File: config.mk
export PLATFORM = sky130hd
export DESIGN_NAME = spi_minion_flat
export DESIGN_NICKNAME = d
export VERILOG_FILES = /design/src/rtl/spi_minion_if.sv /design/src/rtl/spi_minion.sv /design/src/flat_wrapper.sv
export SDC_FILE = /design/constraint.sdc
export NUM_CORES = 1
export LEC_CHECK = 0
export BUFFER_PORTS_ARGS = -buffer_cell sky130_fd_sc_hd__buf_4
export CORE_MARGIN = 4
export CORE_UTILIZATION = 53
export DETAILED_ROUTE_END_ITERATION = 7
export PLACE_DENSITY = 0.74
export SYNTH_ARGS = -nofsm -noshare
export SYNTH_HDL_FRONTEND = slang
export SYNTH_SLANG_ARGS = --single-unit
File: constraint.sdc
create_clock -name clk -period 5.7 [get_ports clk]
set_input_delay 0 -clock clk [delete_from_list [all_inputs] [get_ports clk]]
set_output_delay 0 -clock clk [all_outputs]
set_load 0.02 [all_outputs]
File: src/rtl/spi_minion_if.sv
// spi_minion_if: pad-side SPI pins plus the on-chip val/rdy send/recv channels
// and the sticky status flags of the SPI minion endpoint.
//   slave  : view taken by spi_minion (samples pins, drives miso and send side)
//   master : view taken by whatever drives the pins and the val/rdy fabric
interface spi_minion_if #(
  parameter int unsigned nbits = 34
);
  logic             spi_ifc_cs;
  logic             spi_ifc_sclk;
  logic             spi_ifc_mosi;
  logic             spi_ifc_miso;
  logic             recv_val;
  logic             recv_rdy;
  logic [nbits-1:0] recv_msg;
  logic             send_val;
  logic             send_rdy;
  logic [nbits-1:0] send_msg;
  logic             overflow;
  logic             underflow;
  logic             flag_clr;

  modport slave (
    input  spi_ifc_cs, spi_ifc_sclk, spi_ifc_mosi, recv_val, recv_msg, send_rdy, flag_clr,
    output spi_ifc_miso, recv_rdy, send_val, send_msg, overflow, underflow
  );

  modport master (
    output spi_ifc_cs, spi_ifc_sclk, spi_ifc_mosi, recv_val, recv_msg, send_rdy, flag_clr,
    input  spi_ifc_miso, recv_rdy, send_val, send_msg, overflow, underflow
  );
endinterface

File: src/rtl/spi_minion.sv
// spi_minion: SPI mode-0 minion endpoint. Oversamples cs/sclk/mosi in the clk
// domain, deserializes nbits-bit packets from mosi into a one-entry send
// buffer and serializes a packet from a one-entry recv buffer onto miso,
// MSB first in both directions.
// Ports:
//   clk   : system clock, rising edge
//   reset : asynchronous, active-low reset
//   bus   : spi_minion_if.slave (SPI pins, recv/send val/rdy, overflow,
//           underflow, flag_clr)
module spi_minion #(
  parameter int unsigned nbits = 34,
  parameter int unsigned nsync = 2
) (
  input logic        clk,
  input logic        reset,
  spi_minion_if.slave bus
);

  localparam int unsigned CntW = $clog2(nbits) + 1;

  typedef enum logic [1:0] {StIdle, StShift, StWaitCs} state_e;

  state_e state_q, state_d;

  // Synchronizers and edge-detect history
  logic [nsync-1:0] cs_sync_q, sclk_sync_q, mosi_sync_q;
  logic             cs_prev_q, sclk_prev_q;
  logic             cs_s, sclk_s, mosi_s;
  logic             cs_fall, cs_rise, sclk_rise, sclk_fall;

  // After reset the cs synchronizer holds its reset value, not a real sample.
  // warm_q marks when the chain carries real samples; armed_q then waits for
  // cs to be seen high so a cs held low across reset is not taken as a start.
  logic [nsync:0]   warm_q;
  logic             armed_q;

  // Datapath
  logic [nbits-1:0] tx_buf_q, tx_buf_d;
  logic             tx_full_q, tx_full_d;
  logic [nbits-1:0] tx_shift_q, tx_shift_d;
  logic [nbits-2:0] rx_shift_q, rx_shift_d;  // first nbits-1 bits; last bit joins at completion
  logic [CntW-1:0]  cnt_q, cnt_d;
  logic [nbits-1:0] rx_buf_q, rx_buf_d;
  logic             rx_full_q, rx_full_d;
  logic             overflow_q, overflow_d;
  logic             underflow_q, underflow_d;

  logic             tx_enq, tx_load, rx_deq, rx_space, rx_write, ovf_set, unf_set;
  logic [nbits-1:0] rx_word;

  assign cs_s   = cs_sync_q[nsync-1];
  assign sclk_s = sclk_sync_q[nsync-1];
  assign mosi_s = mosi_sync_q[nsync-1];

  assign cs_fall   = armed_q & cs_prev_q & ~cs_s;
  assign cs_rise   = ~cs_prev_q & cs_s;
  assign sclk_rise = ~sclk_prev_q & sclk_s;
  assign sclk_fall = sclk_prev_q & ~sclk_s;

  always_ff @(posedge clk or negedge reset) begin
    if (!reset) begin
      cs_sync_q   <= '1;
      sclk_sync_q <= '0;
      mosi_sync_q <= '0;
      cs_prev_q   <= 1'b1;
      sclk_prev_q <= 1'b0;
      warm_q      <= '0;
      armed_q     <= 1'b0;
    end else begin
      cs_sync_q   <= {cs_sync_q[nsync-2:0], bus.spi_ifc_cs};
      sclk_sync_q <= {sclk_sync_q[nsync-2:0], bus.spi_ifc_sclk};
      mosi_sync_q <= {mosi_sync_q[nsync-2:0], bus.spi_ifc_mosi};
      cs_prev_q   <= cs_s;
      sclk_prev_q <= sclk_s;
      warm_q      <= {warm_q[nsync-1:0], 1'b1};
      armed_q     <= armed_q | (warm_q[nsync] & cs_s);
    end
  end

  assign tx_enq   = bus.recv_val & ~tx_full_q;
  assign rx_deq   = rx_full_q & bus.send_rdy;
  assign rx_space = ~rx_full_q | rx_deq;  // same-cycle dequeue frees the slot first
  assign rx_word  = {rx_shift_q, mosi_s};

  always_comb begin
    state_d    = state_q;
    tx_shift_d = tx_shift_q;
    rx_shift_d = rx_shift_q;
    cnt_d      = cnt_q;
    tx_load    = 1'b0;
    rx_write   = 1'b0;
    ovf_set    = 1'b0;
    unf_set    = 1'b0;

    unique case (state_q)
      StIdle: begin
        if (cs_fall) begin
          tx_load    = 1'b1;
          tx_shift_d = tx_full_q ? tx_buf_q : '0;
          unf_set    = ~tx_full_q;
          rx_shift_d = '0;
          cnt_d      = '0;
          state_d    = StShift;
        end
      end
      StShift: begin
        if (cs_rise) begin
          // Abort: partial packet discarded, consumed TX packet is lost
          state_d = StIdle;
        end else if (sclk_rise) begin
          rx_shift_d = rx_word[nbits-2:0];
          if (cnt_q != CntW'(nbits)) cnt_d = cnt_q + 1'b1;
          if (cnt_q == CntW'(nbits - 1)) begin
            rx_write = rx_space;
            ovf_set  = ~rx_space;
            state_d  = StWaitCs;
          end
        end else if (sclk_fall) begin
          tx_shift_d = {tx_shift_q[nbits-2:0], 1'b0};
        end
      end
      StWaitCs: begin
        if (cs_rise) state_d = StIdle;
      end
      default: state_d = StIdle;
    endcase
  end

  // A recv enqueue coinciding with a load only happens when the buffer was
  // empty, so it lands in the buffer for the next transaction.
  assign tx_full_d   = (tx_full_q & ~tx_load) | tx_enq;
  assign tx_buf_d    = tx_enq ? bus.recv_msg : tx_buf_q;
  assign rx_full_d   = rx_write | (rx_full_q & ~rx_deq);
  assign rx_buf_d    = rx_write ? rx_word : rx_buf_q;
  assign overflow_d  = ovf_set | (overflow_q & ~bus.flag_clr);
  assign underflow_d = unf_set | (underflow_q & ~bus.flag_clr);

  always_ff @(posedge clk or negedge reset) begin
    if (!reset) begin
      state_q     <= StIdle;
      tx_buf_q    <= '0;
      tx_full_q   <= 1'b0;
      tx_shift_q  <= '0;
      rx_shift_q  <= '0;
      cnt_q       <= '0;
      rx_buf_q    <= '0;
      rx_full_q   <= 1'b0;
      overflow_q  <= 1'b0;
      underflow_q <= 1'b0;
    end else begin
      state_q     <= state_d;
      tx_buf_q    <= tx_buf_d;
      tx_full_q   <= tx_full_d;
      tx_shift_q  <= tx_shift_d;
      rx_shift_q  <= rx_shift_d;
      cnt_q       <= cnt_d;
      rx_buf_q    <= rx_buf_d;
      rx_full_q   <= rx_full_d;
      overflow_q  <= overflow_d;
      underflow_q <= underflow_d;
    end
  end

  assign bus.spi_ifc_miso = (state_q != StIdle) & tx_shift_q[nbits-1];
  assign bus.recv_rdy     = ~tx_full_q;
  assign bus.send_val     = rx_full_q;
  assign bus.send_msg     = rx_buf_q;
  assign bus.overflow     = overflow_q;
  assign bus.underflow    = underflow_q;

endmodule

File: src/flat_wrapper.sv
// flat-port wrapper written by rule: the top's interface ports become plain ports
module spi_minion_flat 
#(
  parameter int unsigned nbits = 34,
  parameter int unsigned nsync = 2
)
  (clk, reset, bus_spi_ifc_cs, bus_spi_ifc_sclk, bus_spi_ifc_mosi, bus_recv_val, bus_recv_msg, bus_send_rdy, bus_flag_clr, bus_spi_ifc_miso, bus_recv_rdy, bus_send_val, bus_send_msg, bus_overflow, bus_underflow);
  spi_minion_if #(.nbits(nbits)) bus_i ();
  input logic clk;
  input logic reset;
  input wire logic [$bits(bus_i.spi_ifc_cs)-1:0] bus_spi_ifc_cs;
  input wire logic [$bits(bus_i.spi_ifc_sclk)-1:0] bus_spi_ifc_sclk;
  input wire logic [$bits(bus_i.spi_ifc_mosi)-1:0] bus_spi_ifc_mosi;
  input wire logic [$bits(bus_i.recv_val)-1:0] bus_recv_val;
  input wire logic [$bits(bus_i.recv_msg)-1:0] bus_recv_msg;
  input wire logic [$bits(bus_i.send_rdy)-1:0] bus_send_rdy;
  input wire logic [$bits(bus_i.flag_clr)-1:0] bus_flag_clr;
  output wire logic [$bits(bus_i.spi_ifc_miso)-1:0] bus_spi_ifc_miso;
  output wire logic [$bits(bus_i.recv_rdy)-1:0] bus_recv_rdy;
  output wire logic [$bits(bus_i.send_val)-1:0] bus_send_val;
  output wire logic [$bits(bus_i.send_msg)-1:0] bus_send_msg;
  output wire logic [$bits(bus_i.overflow)-1:0] bus_overflow;
  output wire logic [$bits(bus_i.underflow)-1:0] bus_underflow;
  assign bus_i.spi_ifc_cs = bus_spi_ifc_cs;
  assign bus_i.spi_ifc_sclk = bus_spi_ifc_sclk;
  assign bus_i.spi_ifc_mosi = bus_spi_ifc_mosi;
  assign bus_i.recv_val = bus_recv_val;
  assign bus_i.recv_msg = bus_recv_msg;
  assign bus_i.send_rdy = bus_send_rdy;
  assign bus_i.flag_clr = bus_flag_clr;
  assign bus_spi_ifc_miso = bus_i.spi_ifc_miso;
  assign bus_recv_rdy = bus_i.recv_rdy;
  assign bus_send_val = bus_i.send_val;
  assign bus_send_msg = bus_i.send_msg;
  assign bus_overflow = bus_i.overflow;
  assign bus_underflow = bus_i.underflow;
  spi_minion #(.nbits(nbits), .nsync(nsync)) u_core (.clk(clk), .reset(reset), .bus(bus_i));
endmodule
* Word level (Yosys, flattened, before mapping)
Cells that the tools add are included.
** Operators by class
- Equal/unequal tests :: 13
- Shift-type cells :: 0
- Multiply operators :: 0
- Add/subtract/negate cells :: 1
- $lt $le $gt $ge :: 0
- Muxes and demuxes :: 33
- Divide/modulo/power cells :: 0
- Bitwise logic cells :: 29
- Reduce and logical (&&, ||, !) cells :: 7
** Operators with widths (number)
- 34-bit two-way mux :: 5
- 33-bit two-way mux :: 3
- 34-bit case mux with 2 select lines :: 1
- 33-bit case mux with 2 select lines :: 1
- 7-bit two-way mux :: 4
- 7-bit case mux with 2 select lines :: 1
- 1-bit bitwise AND :: 13
- 1-bit two-way mux :: 12
- 2-bit two-way mux :: 5
- 2-bit by 1-bit inequality test with 1-bit output (second input constant) :: 5
- 1-bit inverter :: 10
- 5-bit AND reduction :: 2
- 4-bit AND reduction :: 2
- 7-bit by 1-bit adder with 7-bit output (second input constant) :: 1
- 7-bit by 6-bit == test with 1-bit output (second input constant) :: 1
- 7-bit by 6-bit inequality test with 1-bit output (second input constant) :: 1
- 3-bit by 1-bit inequality test with 1-bit output (second input constant) :: 2
- 1-bit bitwise OR :: 6
- 2-bit case mux with 3 select lines :: 1
- 2-bit inequality test (second input constant) :: 2
- 2-bit nonzero test :: 2
- 2-bit by 1-bit == test with 1-bit output (second input constant) :: 1
- 2-bit == test (second input constant) :: 1
- 2-bit zero test :: 1
** Storage, ports and cells
- Memories kept :: 0
- Bits of input ports :: 42
- Word-level logic and storage cells :: 100
- Latch bits :: 0
- Output and inout port bits :: 39
- Bits in writable memories :: 0
- ROM bits :: 0
- Register bits after elaboration :: 160

* Depth between registers and ports, before layout
- Word-level depth :: 8
- Depth in mapped cells :: 8

* Worst setup path after synthesis
Ideal clock, no wire load.
- Path kind :: register to register
- Start point :: register u_core.state_q[1]
- End point :: register u_core.rx_buf_q[0] (netlist: u_core.bus.send_msg[0])
- Path buffers :: 3
- Setup slack :: 3.561 ns
- Period minus slack after synthesis :: 2.139 ns
- Required time :: 5.575 ns
- Stages on the path, launching flop included :: 8
- Arrival time :: 2.014 ns
- Path through :: dfrtp_1 nand2b_1 buf_2 or3_1 buf_2 nor3b_4 buf_6 mux2_2
** On the way
- Word-level cells in the longest chain between the ends :: 2
** Ends and longest elaborated chain
- start: declaration :: RTL line spi_minion.sv:23 : state_e state_q, state_d;
- start signal: assignment :: RTL line spi_minion.sv:140 : state_q <= StIdle;
- start signal: assignment :: RTL line spi_minion.sv:151 : state_q <= state_d;
- 2-bit by 1-bit == test with 1-bit output :: RTL line spi_minion.sv:95 : unique case (state_q)
- 1-bit two-way mux :: RTL line spi_minion.sv:95
- end signal: assignment :: RTL line spi_minion.sv:157 : rx_buf_q <= rx_buf_d;
- end: declaration :: RTL line spi_minion.sv:43 : logic [nbits-1:0] rx_buf_q, rx_buf_d;
No other way between the ends.
A chain may end at the register's enable or synchronous reset.

* Worst setup path in the final report
- Start point :: register u_core.state_q[0]
- End point :: register u_core.overflow_q (netlist: u_core.bus.overflow)
** On the way
- Word-level cells in the longest chain between the ends :: 3
** Ends and longest elaborated chain
- 2-bit by 1-bit == test with 1-bit output :: RTL line spi_minion.sv:95
- 1-bit two-way mux :: RTL line spi_minion.sv:95
- 1-bit bitwise OR :: RTL line spi_minion.sv:135 : assign overflow_d = ovf_set | (overflow_q & ~bus.flag_clr);
- named net u_core.overflow_d :: RTL line spi_minion.sv:45 : logic overflow_q, overflow_d;
- end signal: assignment :: RTL line spi_minion.sv:159 : overflow_q <= overflow_d;
- end: declaration :: RTL line spi_minion.sv:45
The timed path passes the listed nets, and every way through them passes these cells.

==> results.md <==
- Mapped Area: 6390 um^2
- # diodes: 0
- Worst endpoint required time: 6.06 ns
- H-Tree Depth: 4
- Layout area overhead: 26.7%
- Final Util: 69.7%
- Initial DRT Pass Iterations: 4
- Share of cells above drive strength 1: 29.8%
- WS Path Type: reg2reg
- Leading cell type in the layout, fill and taps excluded: dfrtp_1
- GP Congestion: 0.773
- Cell Area, Placed: 7090 um^2
- Synth Area per Inst: 12.0 um^2
- Die ar.: 13,900 um^2
- PD cells: 417 nW/um^2
- Reg2Reg Setup Slack: 2.16 ns
- Max FO, Critical Path: 72
- Crit. End Element: flop
- WL final: 12.1 mm
- Largest area contributor in the netlist: dfrtp_1
- Post-synth EDFFs: 0
- Max-slew headroom: 22.8%
- Final period utilization: 62.1%
- Dpl hpwl: 7.46 mm
- Boundary pin count: 81
- DR iter-0 viols: 343
- Nets: 686
- Antenna-violating nets left: 0
- Final slew viol count: 0
- FF+latch count, synth: 160
- Area share of the largest cell type after synthesis: 61.4%
- Async SR Flop Fraction: 100%
- Largest net degree at the start of global routing: 87
- Register area share after synthesis: 62.7%
- Die X: 118 um
- Max Root-Sink Buffers: 2
- Top post-synthesis cells by area: dfrtp_1 61%, mux2_2 12%, a21oi_1 5.3%, a22o_1 4.5%, nor2_1 4.0%
- Ys flop type: dfrtp_1
- Starting Density: 55.1%
- Post-Syn Instances: 531
- Row count: 39
- Final Cell Area: 8100 um^2
- Leakage: 3.83 nW
- Vias in the first global route: 4,443
- Grt total ovfl: 0
- Routed WL per cell: 15.2 um
- Pre-CTS setup slack: 2.38 ns
- Worst-path clk slew: 0.07 ns
- YS warnings: 0
- Num Clock Sinks: 160
- DRC: 0
- Synthesized Nets: 576
- Maximum VDD drop: 0.256 mV
- Filler instances: 812
- Worst min path class: in2async
- Hold Fails Final Rpt: 0
- Status: completed
- Worst Path Arrival: 3.90 ns
- DR vias: 4,257
- Worst setup margin: 2.16 ns
- Yosys cell types: 37
- Routed vias/inst: 5.34
- Max Clk Rate: 0.282 GHz
- CTS Root Buffer Type: clkbuf_16
- Tmin final: 3.54 ns
- Max cap viols: 0
- Gr usage total: 19.1%
- Total clock buffers created by CTS: 17
- Overall power: 3.38 mW
- Most frequent cells in the layout: 156 x dfrtp_1, 85 x buf_4, 68 x a21oi_1, 68 x mux2_2, 67 x nor2_1
- Actual slew at the worst max-slew pin: 1.15 ns
- First-pass GRT wire length: 21.4 mm
- Clock latency on the worst-skew pair: 0.42 ns
- Initial antenna violation count: 0
- TritonCTS clock tree: built
- Die height: 118 um
- IO Port Bufs: 80
- Clock skew: 0.00478 ns
- Core area: 11,600 um^2
- Setup crit start kind: flop
- Postcts setup bufs: 0
- Setup TNS: 0 ns
- Final setup fails: 0
- Unrepaired setup endpoints after global routing: false
-- final cells by class --
class	instances	area (um^2)	share of cell area, %
Clock inverter	15	176	2.18
Sequential cell	160	4010	49.5
Tap cell	143	179	2.21
Timing Repair Buffer	127	1060	13.1
Multi-Input combinational cell	326	2220	27.4
Clock buffer	17	425	5.25
Inverter	9	33.8	0.417
-- power by group --
| group | switching, mW | leakage (nW) | internal (mW) | total (mW) |
|---|---|---|---|---|
| logic | 0.332 | 1.50 | 0.331 | 0.664 |
| registers | 0.175 | 2.03 | 1.40 | 1.57 |
| clock network | 0.480 | 0.299 | 0.661 | 1.14 |
| total | 0.987 | 3.83 | 2.39 | 3.38 |
-- metrics by stage --
stage / hold slack, ns / cells
after global placement: 0.0522 / 724
final: 0.150 / 797
after global routing: 0.199 / 797
after CTS: 0.169 / 797
after detailed placement: 0.0567 / 724
after floorplan: -0.296 / 531
-- flip-flops by register name (all words and copies together) (netlist names), 2 cells and up --
register / cells
u_core.mosi_sync_q: 2
u_core.cs_sync_q: 2
u_core.sclk_sync_q: 2
u_core.tx_shift_q: 34
u_core.bus.send_msg: 34
u_core.warm_q: 3
u_core.tx_buf_q: 34
u_core.rx_shift_q: 33
u_core.state_q: 2
u_core.cnt_q: 7
-- what timing repair did --
action,CTS,global route
gates resized for setup,0,0
endpoints found under the hold margin,114,0
endpoints found under the setup margin,0,0
hold buffers,41,0
-- logic make-up after synthesis --
group           Yosys count  share of synthesized area [%]
other cells               1                         0.0587
flops                   160                           62.7
compound gates          121                           12.0
mux                      70                           12.3
simple gates            131                           9.30
buf+inv                  45                           3.11
fa+ha+maj                 3                          0.587
-- worst max-delay path, stage by stage, from the launching register on --
cell and delay (ns):
dfrtp_2 1.09, nand2b_1 0.43, nor3_2 1.01, nand2b_1 0.20
o22ai_1 0.18, dlygate4sd3_1 0.57
-- worst paths after layout --
| path | startpoint | end | cells after the start |
|---|---|---|---|
| min reg2reg | u_core.warm_q[0] | u_core.warm_q[1] | 0 |
| max | u_core.state_q[0] | u_core.bus.overflow | 5 |
| max in group asynchronous | reset | u_core.bus.send_msg[19] | 3 |
| max reg2reg | u_core.state_q[0] | u_core.bus.overflow | 5 |
| min in group clk | bus_recv_val | u_core.tx_full_q | 3 |
| min | reset | u_core.tx_buf_q[23] | 2 |
-- metal layers --
metal	GRT usage, %	wire, um	vias to the layer above
li1	-	-	2069
met2	29.5	6000	88
met4	6.74	98	0
met1	24.6	5390	2092
met5	0	0	-
met3	7.88	641	8
-- Yosys cell counts (3+ instances only) --
cell and instances:
inv_1 9, dfstp_2 3, a21oi_1 68, mux2_2 68, nand3b_1 3, a22oi_1 3, nand2b_1 7, buf_2 3
o22ai_1 4, dfrtp_1 157, a31oi_1 3, nor2_1 68, nand2_1 33, clkbuf_1 24, and3_1 3, a21o_1 3
buf_1 5, buf_6 3, o21ai_0 3, nand3_1 3, ha_1 3, a22o_1 33
No activity file was read; power rests on OpenSTA's default activity.
